### config.mk
export PLATFORM = sky130hd
export DESIGN_NAME = route_store
export DESIGN_NICKNAME = d
export VERILOG_FILES = /design/src/rtl/replica_pkg.sv /design/src/rtl/route_bank.sv /design/src/rtl/route_store.sv
export SDC_FILE = /design/constraint.sdc
export NUM_CORES = 1
export LEC_CHECK = 0
export BUFFER_PORTS_ARGS = -buffer_cell sky130_fd_sc_hd__buf_2
export CAP_MARGIN = 20
export CORE_MARGIN = 5
export CORE_UTILIZATION = 45
export DETAILED_ROUTE_END_ITERATION = 12
export PLACE_DENSITY = 0.62
export SETUP_SLACK_MARGIN = 0.2
export SLEW_MARGIN = 10
export SYNTH_ARGS = -nofsm -noshare
export SYNTH_HDL_FRONTEND = slang
export SYNTH_SLANG_ARGS = --single-unit
### constraint.sdc
create_clock -name clk -period 8.02 [get_ports clk]
set_input_delay 1.604 -clock clk [delete_from_list [all_inputs] [get_ports clk]]
set_output_delay 1.604 -clock clk [all_outputs]
set_load 0.01 [all_outputs]
### src/rtl/replica_pkg.sv
// Shared types and defaults for the route store and the annealing replica around it.
package replica_pkg;

  // City index width and beats per route used as defaults throughout.
  localparam int CW_DEF    = 7;
  localparam int BEATS_DEF = 8;

  typedef logic [CW_DEF-1:0]   city_t;
  // One beat: eight cities, element i in bits [i*CW +: CW].
  typedef logic [8*CW_DEF-1:0] replica_data_t;

  typedef enum logic [1:0] {
    ST_IDLE = 2'd0,
    ST_RUN  = 2'd1,
    ST_FULL = 2'd2
  } route_state_t;

endpackage

### src/rtl/route_bank.sv
// One route bank: simple dual-port RAM, one write port, one registered read port.
module route_bank
  import replica_pkg::*;
#(
  parameter int AW = $clog2(BEATS_DEF),
  parameter int DW = 8 * CW_DEF
) (
  input  logic          clk,
  input  logic          we,
  input  logic [AW-1:0] waddr,
  input  logic [DW-1:0] wdata,
  input  logic [AW-1:0] raddr,
  output logic [DW-1:0] rdata
);

  logic [DW-1:0] mem [0:(2**AW)-1];
  logic [DW-1:0] rdata_d;
  logic [DW-1:0] rdata_q;

  // Array lookup for the read port; registered below.
  always_comb begin
    rdata_d = mem[raddr];
  end

  // Contents are never reset so a route survives a reset of the control logic.
  always_ff @(posedge clk) begin
    if (we) begin
      mem[waddr] <= wdata;
    end
    rdata_q <= rdata_d;
  end

  assign rdata = rdata_q;

endmodule

### src/rtl/route_store.sv
// Double-buffered route store: current route is streamed out once per pass while
// a candidate route is collected into the other bank, then committed or dropped.
//
// Stream semantics: rd_valid and wr_valid are pure qualifiers with no back-pressure.
// A beat transfers on every rising edge where its valid is high; rd_* always issues
// BEATS back-to-back beats per pass, wr_* may insert bubbles of any length.
module route_store
  import replica_pkg::*;
#(
  parameter int BEATS = BEATS_DEF,
  parameter int CW    = CW_DEF
) (
  input  logic                     clk,
  input  logic                     reset,
  input  logic                     init_we,
  input  logic [$clog2(BEATS)-1:0] init_addr,
  input  logic [8*CW-1:0]          init_data,
  input  logic                     rd_start,
  output logic                     rd_valid,
  output logic [8*CW-1:0]          rd_data,
  input  logic                     wr_valid,
  input  logic [8*CW-1:0]          wr_data,
  input  logic                     decide,
  input  logic                     accept,
  output logic                     busy,
  output logic                     full,
  output logic                     ovf,
  output route_state_t             dbg_state,
  output logic                     dbg_cur
);

  localparam int AW   = $clog2(BEATS);
  localparam int CNTW = AW + 1;
  localparam int DW   = 8 * CW;
  localparam logic [CNTW-1:0] LAST = CNTW'(BEATS);

  route_state_t    state_q, state_d;
  logic            cur_q, cur_d;
  logic [CNTW-1:0] rd_cnt_q, rd_cnt_d;
  logic [CNTW-1:0] wr_cnt_q, wr_cnt_d;
  logic            rd_valid_q, rd_valid_d;
  logic            ovf_q, ovf_d;

  logic [1:0]      bank_we;
  logic [AW-1:0]   waddr;
  logic [DW-1:0]   wdata;
  logic [AW-1:0]   raddr;
  logic [DW-1:0]   rdata0;
  logic [DW-1:0]   rdata1;

  // Next-state, counters, bank write steering and read address issue.
  // rd_cnt counts read addresses already issued; beat 0 is issued on rd_start.
  always_comb begin
    state_d    = state_q;
    cur_d      = cur_q;
    rd_cnt_d   = rd_cnt_q;
    wr_cnt_d   = wr_cnt_q;
    rd_valid_d = 1'b0;
    ovf_d      = ovf_q;
    bank_we    = 2'b00;
    waddr      = init_addr;
    wdata      = init_data;
    raddr      = '0;

    case (state_q)
      ST_IDLE: begin
        if (init_we) begin
          bank_we[cur_q] = 1'b1;
        end
        if (wr_valid) begin
          ovf_d = 1'b1;
        end
        if (rd_start) begin
          state_d    = ST_RUN;
          raddr      = '0;
          rd_valid_d = 1'b1;
          rd_cnt_d   = {{(CNTW-1){1'b0}}, 1'b1};
          wr_cnt_d   = '0;
        end
      end

      ST_RUN: begin
        if (rd_cnt_q < LAST) begin
          raddr      = rd_cnt_q[AW-1:0];
          rd_valid_d = 1'b1;
          rd_cnt_d   = rd_cnt_q + 1'b1;
        end
        if (wr_valid) begin
          if (wr_cnt_q < LAST) begin
            bank_we[~cur_q] = 1'b1;
            waddr           = wr_cnt_q[AW-1:0];
            wdata           = wr_data;
            wr_cnt_d        = wr_cnt_q + 1'b1;
            // Completion wins over any decide seen in this same cycle.
            if (wr_cnt_q == LAST - 1'b1) begin
              state_d = ST_FULL;
            end
          end else begin
            ovf_d = 1'b1;
          end
        end
      end

      ST_FULL: begin
        if (wr_valid) begin
          ovf_d = 1'b1;
        end
        if (decide) begin
          if (accept) begin
            cur_d = ~cur_q;
          end
          state_d = ST_IDLE;
        end
      end

      default: begin
        state_d = ST_IDLE;
      end
    endcase
  end

  // Control registers; reset abandons any pass but leaves bank contents alone.
  always_ff @(posedge clk) begin
    if (reset) begin
      state_q    <= ST_IDLE;
      cur_q      <= 1'b0;
      rd_cnt_q   <= '0;
      wr_cnt_q   <= '0;
      rd_valid_q <= 1'b0;
      ovf_q      <= 1'b0;
    end else begin
      state_q    <= state_d;
      cur_q      <= cur_d;
      rd_cnt_q   <= rd_cnt_d;
      wr_cnt_q   <= wr_cnt_d;
      rd_valid_q <= rd_valid_d;
      ovf_q      <= ovf_d;
    end
  end

  route_bank #(.AW(AW), .DW(DW)) u_bank0 (
    .clk   (clk),
    .we    (bank_we[0] & ~reset),
    .waddr (waddr),
    .wdata (wdata),
    .raddr (raddr),
    .rdata (rdata0)
  );

  route_bank #(.AW(AW), .DW(DW)) u_bank1 (
    .clk   (clk),
    .we    (bank_we[1] & ~reset),
    .waddr (waddr),
    .wdata (wdata),
    .raddr (raddr),
    .rdata (rdata1)
  );

  // cur cannot change while a read is in flight, so selecting on cur_q is safe.
  assign rd_valid  = rd_valid_q;
  assign rd_data   = rd_valid_q ? (cur_q ? rdata1 : rdata0) : '0;
  assign busy      = (state_q != ST_IDLE);
  assign full      = (state_q == ST_FULL);
  assign ovf       = ovf_q;
  assign dbg_state = state_q;
  assign dbg_cur   = cur_q;

endmodule

==> results of run 1 <==
critical path, stage by stage:
cell      delay [ns]
buf_2           0.12
nor4bb_4        0.28
buf_4           0.48
buf_4           0.62
a31oi_1         0.47
nor2_4          0.88
buf_4           0.66
worst max path at each step:
| stage | from | end | slack [ns] | depth (start not counted) |
|---|---|---|---|---|
| finish | wr_valid | u_bank1.mem[1][15] | 3.13 | 7 |
| global route | wr_valid | u_bank1.mem[6][53] | 3.01 | 7 |
| CTS | wr_valid | u_bank1.mem[1][15] | 3.17 | 7 |
| detailed placement | wr_valid | u_bank1.mem[1][13] | 2.46 | 7 |
| global placement | wr_valid | u_bank0.mem[3][11] | 2.64 | 7 |
| floorplan | wr_valid | u_bank0.mem[4][0] | 2.50 | 6 |
synth_stat cells (2+ instances only):
library cell	instances
nand2_1	337
a21o_1	2
nand4bb_1	2
o22ai_1	112
o21ai_0	5
clkbuf_1	136
nor3_1	2
buf_1	12
buf_4	2
dfxtp_1	125
a211oi_1	2
nand3b_1	2
ha_1	2
buf_2	38
inv_1	119
nand2b_1	3
a41oi_1	113
nor4bb_1	4
and3b_1	2
nor2_1	30
nor3b_1	3
nor2b_1	58
edfxtp_1	896
a31oi_1	5
a21oi_1	120
o211ai_1	112
mux2i_1	169
mux2_2	56
a32o_1	112
per-stage QoR:
stage                     setup WS [ns]  instance area [um^2]  hold WS (ns)
after detailed placement           2.46                 41500         0.522
final                              3.13                 44800         0.536
after CTS                          3.17                 44800         0.533
after global routing               3.01                 44800         0.566
after floorplan                    2.50                 39300         0.457
after global placement             2.64                 41500         0.512
layout make-up:
type,instances,area [um^2]
Fill cell,7051,41900
Sequential cell,1021,29400
Inverter,119,447
Clock buffer,136,2790
Tap cell,1155,1450
Multi-Input combinational cell,1267,8900
Clock inverter,50,515
Timing Repair Buffer,229,1320
logic make-up after synthesis:
kind of cell,after synthesis,synth area share
compound gates,585,0.111
xor+xnor,2,0.000446
fa+ha+maj,2,0.000637
buf+inv,307,0.0307
flops,1021,0.748
mux,225,0.0591
simple gates,453,0.0499
routing by layer:
| metal | share of wire | track usage |
|---|---|---|
| met5 | 0.00013 | 0 |
| met4 | 0.019 | 0.0498 |
| met3 | 0.086 | 0.0368 |
| met2 | 0.46 | 0.325 |
| met1 | 0.44 | 0.307 |
registers in the layout (all words and copies together) (netlist names), 2 cells and up:
| register | flops |
|---|---|
| rd_cnt_q | 4 |
| dbg_state | 2 |
| u_bank0.rdata | 56 |
| u_bank1.rdata | 56 |
| wr_cnt_q | 4 |
| u_bank0.mem | 448 |
| u_bank1.mem | 448 |
power breakdown:
part / switching [uW] / leakage (uW) / internal [uW] / total, uW
registers: 54.1 / 0.00912 / 5900 / 5950
clock network: 1930 / 0.00163 / 2730 / 4660
logic: 395 / 0.00449 / 179 / 574
total: 2380 / 0.0152 / 8810 / 11200
==> metrics.md, run 1 <==
| Metric | Value |
|---|---|
| Outcome | complete, no violations |
| Antenna Cells | 0 |
| Synth Area per Inst | 15.1 um^2 |
| Final count of hold timing violations | 0 |
| Fin crit period | 4.89 ns |
| Final net count | 2860 |
| Flop-to-flop setup slack | 3.45 ns |
| Routed vias/inst | 5.84 |
| Leakage | 0.0152 uW |
| Crit path DAT | 5.17 ns |
| Hold_sp | wr_cnt_q[3] |
| WHS Path Cells | 2 |
| Mapped Cells | 2595 |
| Post-synth top area cell | edfxtp_1 |
| Hold Path End | wr_cnt_q[3] |
| Total power | 11200 uW |
| Required time of the critical path | 8.30 ns |
| First-pass GRT wire length | 148 mm |
| WL/cell | 25.1 um |
| Gr ovfl total | 0 |
| Skew-Pair Late Insertion Delay | 0.65 ns |
| Chip Width | 306 um |
| Flops & latches, synth | 1021 |
| Fin util | 0.517 |
| Max VDD drop | 0.162 mV |
| Clock Sink Count | 1021 |
| CTS buffer count | 98 |
| YS warnings | 0 |
| Root buffer cell | clkbuf_16 |
| Commonest cells after routing, fill and taps aside | edfxtp_1 (896), nand2_1 (337), buf_2 (184), mux2i_1 (169), dfxtp_1 (121) |
| FP Rows | 108 |
| Slew @ Worst Pin | 1.12 ns |
| Post-synthesis sequential area ratio | 0.748 |
| CTS tree | built |
| Clock tree buffer depth | 3 |
| 1st-pass router iterations | 5 |
| Async SR Flop Fraction | 0 |
| Synth Cell Area | 0.0393 mm^2 |
| # port buffers | 184 |
| Inst Count DP | 3790 |
| Die Y | 306 um |
| Setup bufs post-CTS | 0 |
| Gpl congestion | 0.795 |
| Cts repair resizes | 0 |
| Layout Cells excl Fill | 3977 |
| Worst Clk Skew | 0.0278 ns |
| Worst setup EP type | flip-flop |
| Total routed wirelength | 99.9 mm |
| Power Density | 250 mW/mm^2 |
| Vias in the first global route | 23100 |
| Reg2reg end | u_bank1.mem[1][15] |
| Top cells by area, synth | edfxtp_1 (68%), dfxtp_1 (6.4%), mux2i_1 (4.3%), nand2_1 (3.2%), a32o_1 (2.9%) |
| Synth unique cells | 43 |
| Startpoint types | input pin |
| DR iter-0 viols | 2486 |
| Final Setup Violations | 0 |
| Routed Antenna Nets | 0 |
| Slew Viols, Final | 0 |
| I/O pin count | 185 |
| Initial antenna violation count | 5 |
| Core region area | 0.0868 mm^2 |
| Final period util | 0.609 |
| Starting Density | 0.453 |
| Post-synth EDFFs | 896 |
| Vias post-DR | 23200 |
| Reg2reg start | dbg_state[0] |
| Clock slew at reported path FFs | 0.06 ns |
| # H-tree levels | 3 |
| DRC viols | 0 |
| Largest net degree at the start of global routing | 158 |
| Commonest non-fill, non-tap cell in the layout | edfxtp_1 |
| Kind of critical path | in -> reg |
| Share of layout cells above drive strength 1 | 0.166 |
| R2R depth | 6 |
| Most used flip-flop cell after synthesis | edfxtp_1 |
| Fin Setup TNS | 0 ns |
| Synth top area share | 0.685 |
| RSZ-0062 raised after global routing | no |
| Max FO, Critical Path | 40 |
| Classification of the worst-slack hold path | reg -> reg |
| Maximum capacitance violations | 0 |
| Fmax | 205 MHz |
| Die area | 0.0933 mm^2 |
| Syn nets | 2719 |
| Detailed placer's ending HPWL | 54.7 mm |
| Area delta synth->final | 14.1% |
| Relative slew slack | 0.252 |
| Total GRT Usage | 0.208 |
| Hold Buf Count CTS | 0 |
Power figures use the tool's default switching activity.
==> run 2, diff against run 1 <==
Clock period 8.02 ns to 4.57 ns, I/O delays scaled along.
==> metrics.md, run 2 (synthesized netlist as in run 1, its figures left out) <==
| Metric | Value |
|---|---|
| Outcome | complete, no violations (unchanged) |
| Fin crit period | 3.67 ns |
| Max VDD drop | 0.252 mV (was 0.162 mV) |
| Root buffer cell | clkbuf_16 (unchanged) |
| Slew Viols, Final | 0 (unchanged) |
| Commonest cells after routing, fill and taps aside | edfxtp_1 (896), nand2_1 (337), buf_2 (184), mux2i_1 (169), dfxtp_1 (121) (unchanged) |
| Min setup slack post-route | 0.899 ns (was 3.13 ns) |
| Worst Clk Skew | 0.0198 ns (was 0.0278 ns) |
| Total routed wirelength | 100 mm (was 99.9 mm) |
| Reg2reg start | dbg_state[0] (unchanged) |
| Leakage | 0.0154 uW (was 0.0152 uW) |
| Final period util | 0.803 |
| Vias in the first global route | 23800 (was 23100) |
| Pre-CTS WS | 0.724 ns (was 2.46 ns) |
| Required time of the critical path | 3.66 ns (was 8.30 ns) |
| Largest net degree at the start of global routing | 131 (was 158) |
| Hold_sp | rd_cnt_q[2] (was wr_cnt_q[3]) |
| Max FO, Critical Path | 42 (was 40) |
| Total power | 19800 uW (was 11200 uW) |
| CTS buffer count | 100 (was 98) |
| Relative slew slack | 0.284 (was 0.252) |
| Hold Buf Count CTS | 0 (unchanged) |
| Startpoint types | flip-flop (was input pin) |
| Share of layout cells above drive strength 1 | 0.170 (was 0.166) |
| DR iter-0 viols | 1898 (was 2486) |
| Vias post-DR | 23100 (was 23200) |
| Met2 wire length | 49.7 mm (was 45.9 mm) |
| Classification of the worst-slack hold path | reg -> reg (unchanged) |
| I/O pin count | 185 (unchanged) |
| Final count of hold timing violations | 0 (unchanged) |
| Clock slew at reported path FFs | 0.06 ns (about the same) |
| Die area | 0.0933 mm^2 (unchanged) |
| Detailed placer's ending HPWL | 53.3 mm (was 54.7 mm) |
| Top sig layer | met5 (unchanged) |
| Wire length on met1 | 41.8 mm (was 43.6 mm) |
| Crit. Startpoint | dbg_cur (was wr_valid) |
| Routed vias/inst | 5.78 (was 5.84) |
| Commonest non-fill, non-tap cell in the layout | edfxtp_1 (unchanged) |
| Slew @ Worst Pin | 1.07 ns (was 1.12 ns) |
| Fmax | 272 MHz |
| 1st-pass router iterations | 5 (unchanged) |
| Core region area | 0.0868 mm^2 (unchanged) |
| Routed Antenna Nets | 0 (unchanged) |
| # port buffers | 184 (unchanged) |
| Setup bufs post-CTS | 0 (unchanged) |
| Final net count | 2879 (was 2860) |
| Worst setup EP type | output port (was flip-flop) |
| Chip Width | 306 um (unchanged) |
| Largest registers | u_bank0.mem x448, u_bank1.mem x448 (unchanged) |
| DRC viols | 0 (unchanged) |
| Die Y | 306 um (unchanged) |
| CTS tree | built (unchanged) |
| Gr ovfl total | 0 (unchanged) |
| Gpl congestion | 0.795 (about the same) |
| Starting Density | 0.453 (unchanged) |
| Cts repair resizes | 0 (unchanged) |
| First-pass GRT wire length | 150 mm (was 148 mm) |
| Crit path DAT | 2.76 ns (was 5.17 ns) |
| Skew-Pair Late Insertion Delay | 0.65 ns (about the same) |
| FP Rows | 108 (unchanged) |
| WL/cell | 25.1 um (about the same) |
| Met3 WL post-DR | 6.89 mm (was 8.60 mm) |
| Initial antenna violation count | 5 (unchanged) |
| # H-tree levels | 3 (unchanged) |
| Maximum capacitance violations | 0 (unchanged) |
| Clock tree buffer depth | 3 (unchanged) |
| Area delta synth->final | 14.8% (was 14.1%) |
| Total GRT Usage | 0.208 (about the same) |
| Final Setup Violations | 0 (unchanged) |
| Power Density | 438 mW/mm^2 (was 250 mW/mm^2) |
| Kind of critical path | reg -> out (was in -> reg) |
| RSZ-0062 raised after global routing | no (unchanged) |
| Clock Sink Count | 1021 (unchanged) |
-- run 2: power by group --
part           internal [uW]  leakage, uW  switching (uW)  total [uW]
Combinational            319      0.00461             687        1010
Clock                   4930      0.00167            3400        8330
Sequential             10400      0.00912            80.1       10400
Total                  15600       0.0154            4170       19800
-- run 2: layout make-up --
type	instances	area [um^2]
diodes	2	5.00
clock buffers	137	2850
clock inverters	49	524
fillers	7072	41600
inverters	119	447
multi-input cells	1267	8900
flip-flops and latches	1021	29400
well taps	1155	1450
repair buffers	246	1540
-- run 2: through the flow --
| step | setup TNS, ns | hold WS, ns | std cells | utilization | area (um^2) |
|---|---|---|---|---|---|
| after floorplan | -85.88 | 0.457 | 2595 | - | 39300 |
| after global placement | 0 | 0.506 | 3808 | 0.481 | 41700 |
| after detailed placement | 0 | 0.539 | 3808 | 0.481 | 41700 |
| after CTS | 0 | 0.515 | 3994 | 0.520 | 45100 |
| after global routing | 0 | 0.564 | 3994 | 0.520 | 45100 |
| final | 0 | 0.553 | 3996 | 0.520 | 45100 |
-- run 2: final timing paths --
path              cells past startpoint                 end  slack, ns
setup / recovery                      4          rd_data[9]       0.90
hold / removal                        2         rd_cnt_q[2]       0.55
setup reg to reg                      7  u_bank0.mem[6][41]       1.02
hold reg to reg                       2         rd_cnt_q[2]       0.55
-- run 2: layer usage --
layer  up-vias  track usage
met5         -            0
met1     11700        0.281
li1      10400            -
met3       128       0.0358
met4         2       0.0512
met2       858        0.357
-- run 2: worst max-delay path, stage by stage, from the launching register on --
cell and delay, ns:
dfxtp_4 1.01, buf_4 0.54, mux2i_1 0.31, nor2b_1 0.07, buf_2 0.14
